**config.mk**
```make
export PLATFORM = sky130hd
export DESIGN_NAME = pp_xcvr
export DESIGN_NICKNAME = d
export VERILOG_FILES = /design/src/rtl/pp_pkg.sv /design/src/rtl/pp_sync.sv /design/src/rtl/pp_xcvr.sv
export SDC_FILE = /design/constraint.sdc
export NUM_CORES = 1
export LEC_CHECK = 0
export ABC_AREA = 0
export BUFFER_PORTS_ARGS = -buffer_cell sky130_fd_sc_hd__clkbuf_2
export CAP_MARGIN = 20
export CORE_MARGIN = 2
export CORE_UTILIZATION = 47
export DETAILED_ROUTE_END_ITERATION = 7
export PLACE_DENSITY = 0.77
export SYNTH_ARGS = -nofsm -noshare
export SYNTH_HDL_FRONTEND = slang
export SYNTH_SLANG_ARGS = --single-unit
export TNS_END_PERCENT = 1
```
**constraint.sdc**
```tcl
create_clock -name i_clk -period 1.8 [get_ports i_clk]
set_input_delay 0 -clock i_clk [delete_from_list [all_inputs] [get_ports i_clk]]
set_output_delay 0 -clock i_clk [all_outputs]
set_load 0.01 [all_outputs]
```
**src/rtl/pp_pkg.sv**
```systemverilog
// Shared types and constants for the Pi parallel-port transceiver.
// Holds the FSM state enum, byte width, direction encodings and a max helper.
package pp_pkg;

   localparam int PP_W = 8;

   localparam logic PP_DIR_RX = 1'b1;
   localparam logic PP_DIR_TX = 1'b0;

   typedef enum logic [1:0] {
      S_IDLE,
      S_SETUP,
      S_TURN
   } state_t;

   function automatic int pp_max(input int a, input int b);
      return (a > b) ? a : b;
   endfunction

endpackage

```
**src/rtl/pp_sync.sv**
```systemverilog
// Single-bit multi-flop synchroniser with async active-low reset.
// Ports: i_clk, i_reset_n, i_d (async input), o_q (synchronised output).
module pp_sync #(
   parameter int STAGES = 2
) (
   input  logic i_clk,
   input  logic i_reset_n,
   input  logic i_d,
   output logic o_q
);

   logic [STAGES-1:0] q;

   always_ff @(posedge i_clk or negedge i_reset_n) begin
      if (!i_reset_n) begin
         q <= '0;
      end else begin
         q <= {q[STAGES-2:0], i_d};
      end
   end

   assign o_q = q[STAGES-1];

endmodule

```
**src/rtl/pp_xcvr.sv**
```systemverilog
// Byte transceiver between the Pi parallel-port pins and the FPGA byte streams.
// Ports: i_clk/i_reset_n; pins i_pp_dir, i_pp_clk, i_pp_data, o_pp_data,
//   o_pp_oe, o_pp_clkfb; rx stream o_rx_stb/o_rx_data; tx stream
//   i_tx_stb/i_tx_data/o_tx_busy. Optional macro PPXCVR_GLITCH_FILTER_EN.
import pp_pkg::*;

module pp_xcvr #(
   parameter int SYNC_STAGES  = 2,
   parameter int SETUP_CYCLES = 4,
   parameter int TURN_CYCLES  = 8
) (
   input  logic            i_clk,
   input  logic            i_reset_n,
   input  logic            i_pp_dir,
   input  logic            i_pp_clk,
   input  logic [PP_W-1:0] i_pp_data,
   output logic [PP_W-1:0] o_pp_data,
   output logic            o_pp_oe,
   output logic            o_pp_clkfb,
   output logic            o_rx_stb,
   output logic [PP_W-1:0] o_rx_data,
   input  logic            i_tx_stb,
   input  logic [PP_W-1:0] i_tx_data,
   output logic            o_tx_busy
);

   localparam int CNT_MAX = pp_max(SETUP_CYCLES, TURN_CYCLES);
   localparam int CW      = $clog2(CNT_MAX) + 1;

   localparam logic [CW-1:0] SETUP_LD = CW'(SETUP_CYCLES);
   localparam logic [CW-1:0] TURN_LD  = CW'(TURN_CYCLES - 1);

   logic            sclk_raw;
   logic            sclk;
   logic            sdir;
   logic            sdir_q;
   logic            sdir_chg;
   logic            pending;
   logic            tx_accept;
   logic [PP_W-1:0] rdata;
   logic [CW-1:0]   cnt;
   state_t          state;

   pp_sync #(
      .STAGES (SYNC_STAGES)
   ) u_sync_clk (
      .i_clk     (i_clk),
      .i_reset_n (i_reset_n),
      .i_d       (i_pp_clk),
      .o_q       (sclk_raw)
   );

   pp_sync #(
      .STAGES (SYNC_STAGES)
   ) u_sync_dir (
      .i_clk     (i_clk),
      .i_reset_n (i_reset_n),
      .i_d       (i_pp_dir),
      .o_q       (sdir)
   );

`ifdef PPXCVR_GLITCH_FILTER_EN
   // sclk follows the raw value only once the current sample and the two
   // before it agree; otherwise it holds its last accepted value.
   logic [1:0] hist;
   logic       sclk_f;
   logic       stable;

   assign stable = (sclk_raw == hist[0]) && (sclk_raw == hist[1]);
   assign sclk   = stable ? sclk_raw : sclk_f;

   always_ff @(posedge i_clk or negedge i_reset_n) begin
      if (!i_reset_n) begin
         hist   <= '0;
         sclk_f <= 1'b0;
      end else begin
         hist   <= {hist[0], sclk_raw};
         sclk_f <= sclk;
      end
   end
`else
   assign sclk = sclk_raw;
`endif

   assign sdir_chg = (sdir != sdir_q);
   assign pending  = (sclk != o_pp_clkfb);

   // A direction change masks both drive enable and tx readiness in the
   // cycle it is seen, so the pads never glitch on before the turnaround.
   assign o_pp_oe   = (state != S_TURN) && (sdir == PP_DIR_TX) && !sdir_chg;
   assign o_tx_busy = !((state == S_IDLE) && (sdir == PP_DIR_TX) &&
                        !sdir_chg && pending);
   assign tx_accept = i_tx_stb && !o_tx_busy;

   always_ff @(posedge i_clk or negedge i_reset_n) begin
      if (!i_reset_n) begin
         state      <= S_TURN;
         cnt        <= TURN_LD;
         sdir_q     <= 1'b0;
         rdata      <= '0;
         o_rx_stb   <= 1'b0;
         o_rx_data  <= '0;
         o_pp_data  <= '0;
         o_pp_clkfb <= 1'b0;
      end else begin
         sdir_q   <= sdir;
         rdata    <= i_pp_data;
         o_rx_stb <= 1'b0;
         unique case (state)
            S_IDLE: begin
               if (sdir_chg) begin
                  state <= S_TURN;
                  cnt   <= TURN_LD;
               end else if (pending && (sdir == PP_DIR_RX)) begin
                  o_rx_data  <= rdata;
                  o_rx_stb   <= 1'b1;
                  o_pp_clkfb <= sclk;
               end else if (tx_accept) begin
                  o_pp_data <= i_tx_data;
                  cnt       <= SETUP_LD;
                  state     <= S_SETUP;
               end
            end
            S_SETUP: begin
               // Pi reclaimed the bus: drop the byte, leave clkfb alone.
               if (sdir_chg) begin
                  state <= S_TURN;
                  cnt   <= TURN_LD;
               end else if (cnt == '0) begin
                  o_pp_clkfb <= sclk;
                  state      <= S_IDLE;
               end else begin
                  cnt <= cnt - 1'b1;
               end
            end
            S_TURN: begin
               if (sdir_chg) begin
                  cnt <= TURN_LD;
               end else if (cnt == '0) begin
                  state <= S_IDLE;
               end else begin
                  cnt <= cnt - 1'b1;
               end
            end
            default: begin
               state <= S_TURN;
               cnt   <= TURN_LD;
            end
         endcase
      end
   end

endmodule

```
# Yosys cells after proc, flatten, opt, wreduce, memory -nomap -nowiden
# Cells that the tools add are included.
# op_classes
n_mul	0
bitwise_logic	3
n_reduce_logical	18
div	0
add_sub_neg	1
n_mux	21
n_lt_le_gt_ge	0
eq_ne	13
n_shift	0
# ops
op	n
$mux 4	5
$mux 2	6
$ne 2x2->1 const B	5
$ne 3x3->1 const B	3
$reduce_and 3->1	3
$pmux 4 s2	1
$logic_and 1x1->1	7
$mux 1	7
$pmux 2 s3	1
$reduce_and 5->1	1
$logic_not 4->1	1
$reduce_and 4->1	1
$sub 4x1->4 const B	1
$not 1->1	3
$eq 2x1->1 const B	1
$eq 2x2->1 const B	1
$logic_not 1->1	2
$logic_not 2->1	1
$ne 1x1->1	2
$ne 2x1->1 const B	1
$pmux 1 s2	1
$reduce_bool 2->1	1
$reduce_or 2->1	1
# word_totals
out_inout_bits	20
register_bits	37
latch_bits	0
memories	0
mem_bits_rw	0
mem_bits_ro	0
in_bits	21
word_cells	66

# Logic depth before layout (Yosys ltp)
# Gate-level depths: netlist of run 1.
# depth
ltp_word	9
depth_mapped	8
mapped_depth_nobuf	6

# Cells and area by module
# Synthesis of run 1 repeated with hierarchy kept, for this count alone.
# unflattened
cells_unflattened	113
hier_area_um2	1591.5
# by_module_without_submodules
mod	area_each_um2	seq_area_each_um2	n_inst	cells_each
pp_xcvr	1491.4	830.8	1	109
pp_sync	50.0	50.0	2	2

# Least setup slack after synthesis of run 1
# No wires, ideal clock.
# synth_path
path_kind	flip-flop to flip-flop
startpoint	register state[0]
endpoint	register o_rx_data[0]
path_buffers	2
path_stages_with_launch	8
setup_ns	0.128
synth_period_minus_slack_ns	1.834
setup_slack_ns	-0.034
required_ns	1.672
arrival_ns	1.706
path_cell_list	dfrtp_1 -> inv_1 -> ha_1 -> buf_2 -> inv_1 -> or3_1 -> buf_2 -> mux2_1
# synth_between
elab_chain_len	2
# synth_lines
item	line	rtl
start: declaration	pp_xcvr.sv:42	state_t state;
start signal: assignment	pp_xcvr.sv:97	state <= S_TURN;
start signal: assignment	pp_xcvr.sv:112	state <= S_TURN;
start signal: assignment	pp_xcvr.sv:121	state <= S_SETUP;
$logic_not 2->1	pp_xcvr.sv:109	unique case (state)
$reduce_and 3->1 (no source line)	n/a	
end signal: assignment	pp_xcvr.sv:115	o_rx_data <= rdata;
end: declaration	pp_xcvr.sv:21	output logic [PP_W-1:0] o_rx_data,
# Every way passes these cells.
# A chain may end at the register's enable or synchronous reset.

# Worst setup path in the final report of run 1
# layout_path
startpoint	register cnt[0]
endpoint	register cnt[2]
# layout_between
elab_chain_len	4
elab_cells_between_ends	7
cone_classes	add/sub (1); eq/ne (1); mux (3); reduce/logical (2)
# layout_lines
item	line	rtl
start: declaration	pp_xcvr.sv:41	logic [CW-1:0] cnt;
start signal: assignment	pp_xcvr.sv:133	cnt <= cnt - 1'b1;
start signal: assignment	pp_xcvr.sv:142	cnt <= cnt - 1'b1;
$sub 4x1->4	pp_xcvr.sv:133, pp_xcvr.sv:142	
$mux 4	pp_xcvr.sv:129, pp_xcvr.sv:139	
$mux 4	pp_xcvr.sv:137	if (sdir_chg) begin
$pmux 4 s2	pp_xcvr.sv:109	
# Parallel ways exist; a longest one is shown, timed or not. The select of a mux whose other input is x is not followed.

==> implementation parameters, run 1 <==
Parameter                              Value

Drt
  Vias per std cell ... 5.36
  Average wire per standard cell ... between 15 and 20 um
  Number of design-rule violations left by the first detailed-router iteration ... 56
  Final WL ... between 3000 and 4000 um
  First-pass iteration count of the detailed router ... 4
  Vias after detailed routing ... ~1300
  Drt drc ... 0
  Remaining antenna violation count ... 0

Clock tree
  Clock sink count ... 37
  Reg clk slew, reported paths ... between 0.1 and 0.15 ns
  Clock root buffer ... sky130_fd_sc_hd__clkbuf_4
  H-tree level count ... 2
  Maximum root-to-sink buffer count ... 2
  CTS tree ... yes
  Worst-skew pair later-pin latency ... roughly 0.35 ns
  Clock buffers created by TritonCTS ... 5
  # Post-CTS Setup Buffers ... 0

Run status
  Outcome ... finished, final reports clean

STA
  Clock period minus final worst setup slack ... between 1.5 and 2 ns
  Setup repair after global routing missed its margin ... true
  Maximum operating frequency ... roughly 0.56 GHz
  Ratio of final minimum period to clock period ... a little over nine tenths
  Worst slew slack as a fraction of its limit ... 42.9%
  Measured slew at the worst slew-check pin ... 0.856 ns
  Hold Vio Cnt, Final ... 0
  Worst setup skew after layout ... 0.00660 ns
  Hold Worst Slack ... 0.214 ns
  Final TNS setup ... 0 ns
  Max Slew Vio Count ... 0
  Final setup fails ... 0

Synth
  Number of distinct library cell variants in the gate-level netlist after synthesis ... 35
  Count leader, synth ... sky130_fd_sc_hd__dfrtp_1
  Fraction of registers with async set/reset ... between 90% and 100%
  Mean instance size in the synthesized netlist ... around 13 um2
  Primary flip-flop cell chosen by synthesis mapping ... sky130_fd_sc_hd__dfrtp_1
  Post-Synthesis Cell Area ... ~0.0016 mm2
  Number of enable flip-flop cells after synthesis ... 0
  Number of warnings printed during yosys synthesis ... 0
  Leading cell types by count after synthesis ... sky130_fd_sc_hd__dfrtp_1, sky130_fd_sc_hd__mux2_1, sky130_fd_sc_hd__mux2_4, sky130_fd_sc_hd__inv_1, sky130_fd_sc_hd__nor2_1
  Top cell type's share of synthesized area ... roughly 51%
  Instance count of the mapped netlist ... approximately 130
  Largest cells by area after synthesis ... sky130_fd_sc_hd__dfrtp_1, sky130_fd_sc_hd__mux2_4, sky130_fd_sc_hd__dfstp_2
  Number of register bits inferred by synthesis ... 37
  Yosys top cell by area ... sky130_fd_sc_hd__dfrtp_1
  Post-synthesis sequential area ratio ... 57.7%
  Mapped Nets ... approximately 150

Finish
  Post-layout nets ... around 220
  Filler cell count in the final layout ... between 200 and 300
  Layout area overhead ... 35.1%
  Register area ... just over 900 um2
  Number of antenna repair diodes ... 0
  Share of cells above drive strength 1 ... about 38%
  Multi-input gate area ... around 640 um2

Worst setup path
  End of the worst register-to-register path ... cnt[2]
  CP max FO ... 7
  R2r worst-path depth ... 7
  Endpoint type of the worst setup path ... flip-flop
  Worst endpoint data arrival time ... ~2 ns
  Reg-to-reg critical path startpoint ... cnt[0]
  Launching element type of the critical path ... flip-flop
  Data required time at the worst endpoint ... around 2.1 ns
  Crit path launch ... cnt[0]
  Category of the critical setup timing path ... flip-flop to flip-flop
  Register-to-register path setup slack ... 0.03 ns
  Critical Path End ... cnt[2]

Power
  Net Sw Frac ... between 30% and 40%
  Worst supply voltage drop on vdd ... roughly 0.77 mV
  Logic pwr share ... approximately 42%
  Sequential share of power ... 39.9%
  Leakage ... approximately 1.1 nW
  Part of the total power dissipated in the clock network ... 17.9%
  PD cells ... between 1500 and 2000 mW/mm2
  Cell-internal power ... 2.10 mW
  Switching power ... 1.18 mW

Floorplanning
  Horiz. Die Dim ... between 60 and 70 um
  I/O pin count ... 41
  Total number of placement rows ... 21
  Die Area ... between 0.003 and 0.004 mm2
  Die span in y ... about 63 um
  Core Region ... roughly 0.0033 mm2
  Effective utilization at floorplan ... about half

Global route
  Global-route congestion overflow total ... 0
  Wire length of the first global-routing pass ... approximately 6000 um
  Vias in the first global route ... roughly 1300
  Antenna violations before repair ... 0
  Pin count of the biggest net entering global routing ... 38
  Total track usage ... roughly 20%

Flow run
  Number of max-cap violations ... 0

Placement
  Port-buffer cells ... 40
  Routability congestion estimate from global placement ... 0.864
  Detailed-placement wirelength estimate ... around 2500 um

Min path
  Type of the worst min-delay path ... input pin to flip-flop
repair_timing:
item | in CTS | in global routing
pin swaps | 0 | 2
hold buffers | 19 | 0
resized for setup | 2 | 6
hold endpoints to repair | 51 | 0
cloned | 0 | 0
setup endpoints to repair | 15 | 11
logic make-up (layout without fill, tap and decap cells):
kind of cell,after synthesis,in the layout,share of synthesized area (%)
xor gates and xnor gates,4,4,2.17
muxes,16,16,13.0
adders and majority gates,5,5,3.88
DFF,37,37,57.7
AOI/OAI and AO/OA,24,24,10.0
and+or+nand+nor,27,27,9.30
buffers and inverters,12,81,3.95
state kept, by name, indices dropped and copies added (netlist names):
name and count:
state 2, o_rx_data 8, u_sync_clk.q 2, o_pp_clkfb 1, rdata 8, u_sync_dir.q 2
sdir_q 1, cnt 4, o_rx_stb 1, o_pp_data 8
worst max-delay path, cell delays in order (launching register included):
cell and delay, ns:
sky130_fd_sc_hd__dfstp_2 0.56, sky130_fd_sc_hd__inv_1 0.06, sky130_fd_sc_hd__ha_1 0.20, sky130_fd_sc_hd__nor3b_1 0.13, sky130_fd_sc_hd__buf_4 0.15, sky130_fd_sc_hd__and2_1 0.16
sky130_fd_sc_hd__or3_1 0.33, sky130_fd_sc_hd__a21oi_2 0.12
power by group through the flow:
stage	clock [mW]	sequential [mW]	combinational (mW)
2_1_floorplan	0	1.38	0.760
3_3_place_gp	0	1.30	1.23
3_5_place_dp	0	1.32	1.29
4_1_cts	0.591	1.30	1.35
5_1_grt	0.635	1.35	1.50
6_report	0.587	1.31	1.39
how the worst min path moves through the flow:
stage / startpoint / slack, ns / end / cells after the start
after floorplan: i_reset_n / -0.30 / cnt[3] / 0
after global placement: i_pp_data[1] / 0.11 / rdata[1] / 1
after detailed placement: i_pp_data[5] / 0.11 / rdata[5] / 1
after CTS: i_tx_stb / 0.18 / cnt[3] / 4
after global routing: i_tx_stb / 0.25 / cnt[3] / 4
final: i_tx_stb / 0.21 / cnt[3] / 4
through the flow:
stage | instance area, um2 | cells | setup WS (ns) | total power [mW] | util, %
2_1_floorplan | 1620 | 125 | 0.0135 | 2.14 | -
3_3_place_gp | 1890 | 213 | 0.0391 | 2.52 | 57.1
3_5_place_dp | 1890 | 213 | -0.0281 | 2.61 | 57.1
4_1_cts | 2170 | 240 | 0.00188 | 3.24 | 65.6
5_1_grt | 2180 | 240 | -0.0201 | 3.49 | 65.9
6_report | 2180 | 240 | 0.0299 | 3.28 | 65.9
routing by layer:
| metal | wire, um | GRT usage, % | up-vias |
|---|---|---|---|
| li1 | - | - | 579 |
| met1 | 1490 | 24.5 | 618 |
| met2 | 1780 | 34.0 | 72 |
| met3 | 232 | 5.77 | 17 |
| met4 | 127 | 8.61 | 0 |
| met5 | 0 | 0 | - |
final cells by class:
cell class / instances / share of cell area [%]
clock buffers: 6 / 1.89
clock inverters: 2 / 1.78
multi-input cells: 76 / 29.1
well taps: 46 / 2.64
repair buffers: 67 / 20.8
inverters: 6 / 1.03
flip-flops and latches: 37 / 42.7
placed cells by master (no fill, tap or decap), drive strengths merged:
master / instances
dfstp: 4
mux2: 16
o21ai: 6
nor3b: 2
o211ai: 3
o2111ai: 1
a32o: 1
clkbuf: 46
o32ai: 1
xnor2: 2
a211oi: 2
o211a: 1
a21oi: 5
bufinv: 1
and2: 1
nor4b: 1
a2bb2oi: 1
nand4b: 1
dfrtp: 33
nand3b: 1
nand3: 2
or3: 3
or3b: 2
xor2: 2
o21a: 1
nor2: 6
clkinv: 1
nand2: 4
ha: 5
dlygate4sd3: 19
inv: 6
o2bb2ai: 1
buf: 8
nor3: 4
a31oi: 1
(Power assumes the default switching activity.)
==> run 2: changes to the inputs <==
clock period = 1.5 ns   (was 1.8 ns; I/O delays follow)
==> run 2 against run 1 <==
  * The run now ends with setup timing left
  * Critical endpoint is now o_pp_data[0]
  * Clock skew down 0.0030 ns
  * Clock-buffer cell count unchanged
  * Critical path type unchanged
  * Die area unchanged
  * Critical path depth down 3
  * Sequential share of layout area down 4.0 points
  * Register-to-register slack worse by 0.28 ns
  * Total power up 38%
  * Combinational power up 59%
  * Worst hold slack worse by 0.11 ns
==> implementation parameters, run 2 (synthesis gave the netlist of run 1 again) <==
Parameter                              Value

Worst setup path
  Data required time at the worst endpoint ... 1.74 ns (was 2.09 ns)
  CP max FO ... 8 (was 7)
  Category of the critical setup timing path ... flip-flop to flip-flop (unchanged)
  Register-to-register path setup slack ... -0.25 ns (was 0.03 ns)
  R2r worst-path depth ... 4 (was 7)
  Worst endpoint data arrival time ... 1.99 ns (was 2.06 ns)
  Worst path slowest cell ... sky130_fd_sc_hd__dfrtp_1 (was sky130_fd_sc_hd__dfstp_2)
  Launching element type of the critical path ... flip-flop (unchanged)
  Delay of the slowest critical-path stage ... 0.41 ns (was 0.56 ns)
  Reg-to-reg critical path startpoint ... sdir_q (was cnt[0])
  Series of cell instances along the critical path ... or3b_4, or3_1, buf_6, mux2_4 (was inv_1, ha_1, nor3b_1, buf_4, and2_1, or3_1, a21oi_2)
  Endpoint type of the worst setup path ... flip-flop (unchanged)
  End of the worst register-to-register path ... o_pp_data[0] (was cnt[2])

Floorplanning
  Die Area ... 0.00392 mm2 (unchanged)
  Core Region ... 0.00331 mm2 (unchanged)
  Die span in y ... 62.6 um (unchanged)
  I/O pin count ... 41 (unchanged)
  Horiz. Die Dim ... 62.6 um (unchanged)
  Total number of placement rows ... 21 (unchanged)
  Effective utilization at floorplan ... 48.8% (unchanged)

Global route
  Total track usage ... 25.8% (was 20.3%)
  Vias in the first global route ... 1517 (was 1288)
  Global-route congestion overflow total ... 0 (unchanged)
  Antenna violations before repair ... 0 (unchanged)
  Wire length of the first global-routing pass ... 7590 um (was 6100 um)
  Pin count of the biggest net entering global routing ... 24 (was 38)

Power
  Switching power ... 1.61 mW (was 1.18 mW)
  Cell-internal power ... 2.91 mW (was 2.10 mW)
  Final Power ... 4.53 mW (was 3.28 mW)
  Sequential share of power ... 34.6% (was 39.9%)
  Worst supply voltage drop on vdd ... 1.11 mV (was 0.768 mV)
  Leakage ... 1.19 nW (was 1.07 nW)
  Part of the total power dissipated in the clock network ... 16.5% (was 17.9%)
  Logic pwr share ... 48.9% (was 42.2%)
  Net Sw Frac ... 35.6% (was 35.9%)
  PD cells ... 1880 mW/mm2 (was 1510 mW/mm2)

STA
  Setup repair after global routing missed its margin ... true (unchanged)
  Measured slew at the worst slew-check pin ... 0.409 ns (was 0.856 ns)
  Final setup margin ... -0.246 ns (was 0.0299 ns)
  Ratio of final minimum period to clock period ... 116% (was 98.3%)
  Worst setup skew after layout ... 0.00357 ns (was 0.00660 ns)
  Worst slew slack as a fraction of its limit ... 72.7% (was 42.9%)
  Max Slew Vio Count ... 0 (unchanged)
  Hold Vio Cnt, Final ... 0 (unchanged)
  Final setup fails ... 23 (was 0)
  Hold Worst Slack ... 0.100 ns (was 0.214 ns)
  Clock period minus final worst setup slack ... 1.75 ns (was 1.77 ns)
  Maximum operating frequency ... 0.573 GHz (was 0.565 GHz)

Drt
  Remaining antenna violation count ... 0 (unchanged)
  Final WL ... 4580 um (was 3630 um)
  Drt drc ... 0 (unchanged)
  Number of design-rule violations left by the first detailed-router iteration ... 75 (was 56)
  Average wire per standard cell ... 18.0 um (was 15.1 um)
  First-pass iteration count of the detailed router ... 4 (unchanged)
  Vias per std cell ... 5.30 (was 5.36)
  Vias after detailed routing ... 1352 (was 1286)

Run status
  Failing checks ... setup timing
  Outcome ... finished, violations left (was finished, final reports clean)

Finish
  Most common library cell in the layout ignoring fill and taps ... sky130_fd_sc_hd__clkbuf_2 (unchanged)
  Share of cells above drive strength 1 ... 51.7% (was 37.6%)
  Layout area overhead ... 49.0% (was 35.1%)
  Number of antenna repair diodes ... 0 (unchanged)
  Largest regs ... o_pp_data: 8 flops, o_rx_data: 8 flops, rdata: 8 flops (unchanged)
  Post-layout nets ... 234 (was 219)
  Filler cell count in the final layout ... 214 (was 250)
  Most frequent cells in the layout ... sky130_fd_sc_hd__clkbuf_2, sky130_fd_sc_hd__dfrtp_1, sky130_fd_sc_hd__buf_4 (was sky130_fd_sc_hd__clkbuf_2, sky130_fd_sc_hd__dfrtp_1, sky130_fd_sc_hd__dlygate4sd3_1)

Clock tree
  Maximum root-to-sink buffer count ... 2 (unchanged)
  Clock root buffer ... sky130_fd_sc_hd__clkbuf_4 (unchanged)
  Worst-skew pair later-pin latency ... 0.35 ns (about the same)
  H-tree level count ... 2 (unchanged)
  Reg clk slew, reported paths ... 0.12 ns (about the same)
  CTS tree ... yes (unchanged)
  Clock buffers created by TritonCTS ... 5 (unchanged)
  Clock sink count ... 37 (unchanged)

Min path
  Type of the worst min-delay path ... input pin to asynchronous set/reset pin (was input pin to flip-flop)

Placement
  Detailed-placement wirelength estimate ... 2640 um (was 2450 um)
  Routability congestion estimate from global placement ... 0.835 (was 0.864)
  Port-buffer cells ... 40 (unchanged)

Flow run
  Number of max-cap violations ... 0 (unchanged)
[run 2: cell count changes in the layout (fill, tap and decap cells not counted), moves of 2 or more]
cell	before	now
sky130_fd_sc_hd__buf_4	7	20
sky130_fd_sc_hd__mux2_1	8	0
sky130_fd_sc_hd__mux2_4	8	16
sky130_fd_sc_hd__ha_1	4	1
sky130_fd_sc_hd__buf_2	0	2
sky130_fd_sc_hd__clkbuf_2	40	38
sky130_fd_sc_hd__ha_2	1	3
[run 2: repair_timing]
action                     in CTS  in global routing
hold buffers                   19                  0
gates resized for setup        21                 10
hold endpoints to repair       53                  0
setup endpoints to repair      24                 25
pin swaps                       4                  3
buffers inserted                0                  1
[run 2: power groups by stage]
stage | sequential (mW) | clock [mW] | combinational (mW)
after CTS | 1.56 | 0.753 | 2.05
after global routing | 1.60 | 0.804 | 2.38
after global placement | 1.53 | 0 | 1.70
after detailed placement | 1.56 | 0 | 1.79
final | 1.57 | 0.746 | 2.21
after floorplan | 1.66 | 0 | 0.931
[run 2: through the flow]
| step | utilization, % | setup TNS (ns) | setup WS (ns) | instances | cell area, um2 |
|---|---|---|---|---|---|
| final | 72.6 | -3.68 | -0.246 | 255 | 2400 |
| after global routing | 72.6 | -4.40 | -0.258 | 255 | 2400 |
| after CTS | 71.4 | -2.50 | -0.194 | 254 | 2360 |
| after detailed placement | 60.7 | -3.19 | -0.186 | 227 | 2010 |
| after global placement | 60.7 | -2.44 | -0.145 | 227 | 2010 |
| after floorplan | - | -3.84 | -0.236 | 125 | 1630 |
[run 2: layout make-up]
type / count / area [um2] / share of cell area, %
clock buffer: 6 / 51.3 / 2.13
clock inverter: 2 / 37.5 / 1.56
timing repair buffer: 82 / 583 / 24.2
tap: 46 / 57.6 / 2.39
multi-input combinational: 76 / 722 / 30.0
sequential: 37 / 931 / 38.7
inverter: 6 / 22.5 / 0.937
[run 2: critical path: cells and delay by family (launching register included)]
family	cells	cell delay, ns
mux	1	0.32
simple gates	2	0.74
flops	1	0.41
buf+inv	1	0.17
[run 2: worst max path at each step]
stage | startpoint | to | slack, ns | depth (start not counted)
3_3_place_gp | sdir_q | o_pp_data[3] | -0.15 | 4
3_5_place_dp | sdir_q | o_pp_data[2] | -0.19 | 4
2_1_floorplan | u_sync_dir.q[1] | o_pp_data[0] | -0.24 | 5
6_report | sdir_q | o_pp_data[0] | -0.25 | 4
5_1_grt | sdir_q | o_pp_data[0] | -0.26 | 4
4_1_cts | sdir_q | o_pp_data[4] | -0.19 | 4
[run 2: routing by layer]
metal	share of wire, %	vias up	GRT usage [%]
met5	0	-	0
met4	4.6	0	15.0
met3	6.5	20	6.85
met2	53	63	44.9
met1	36	660	28.1
li1	-	609	-
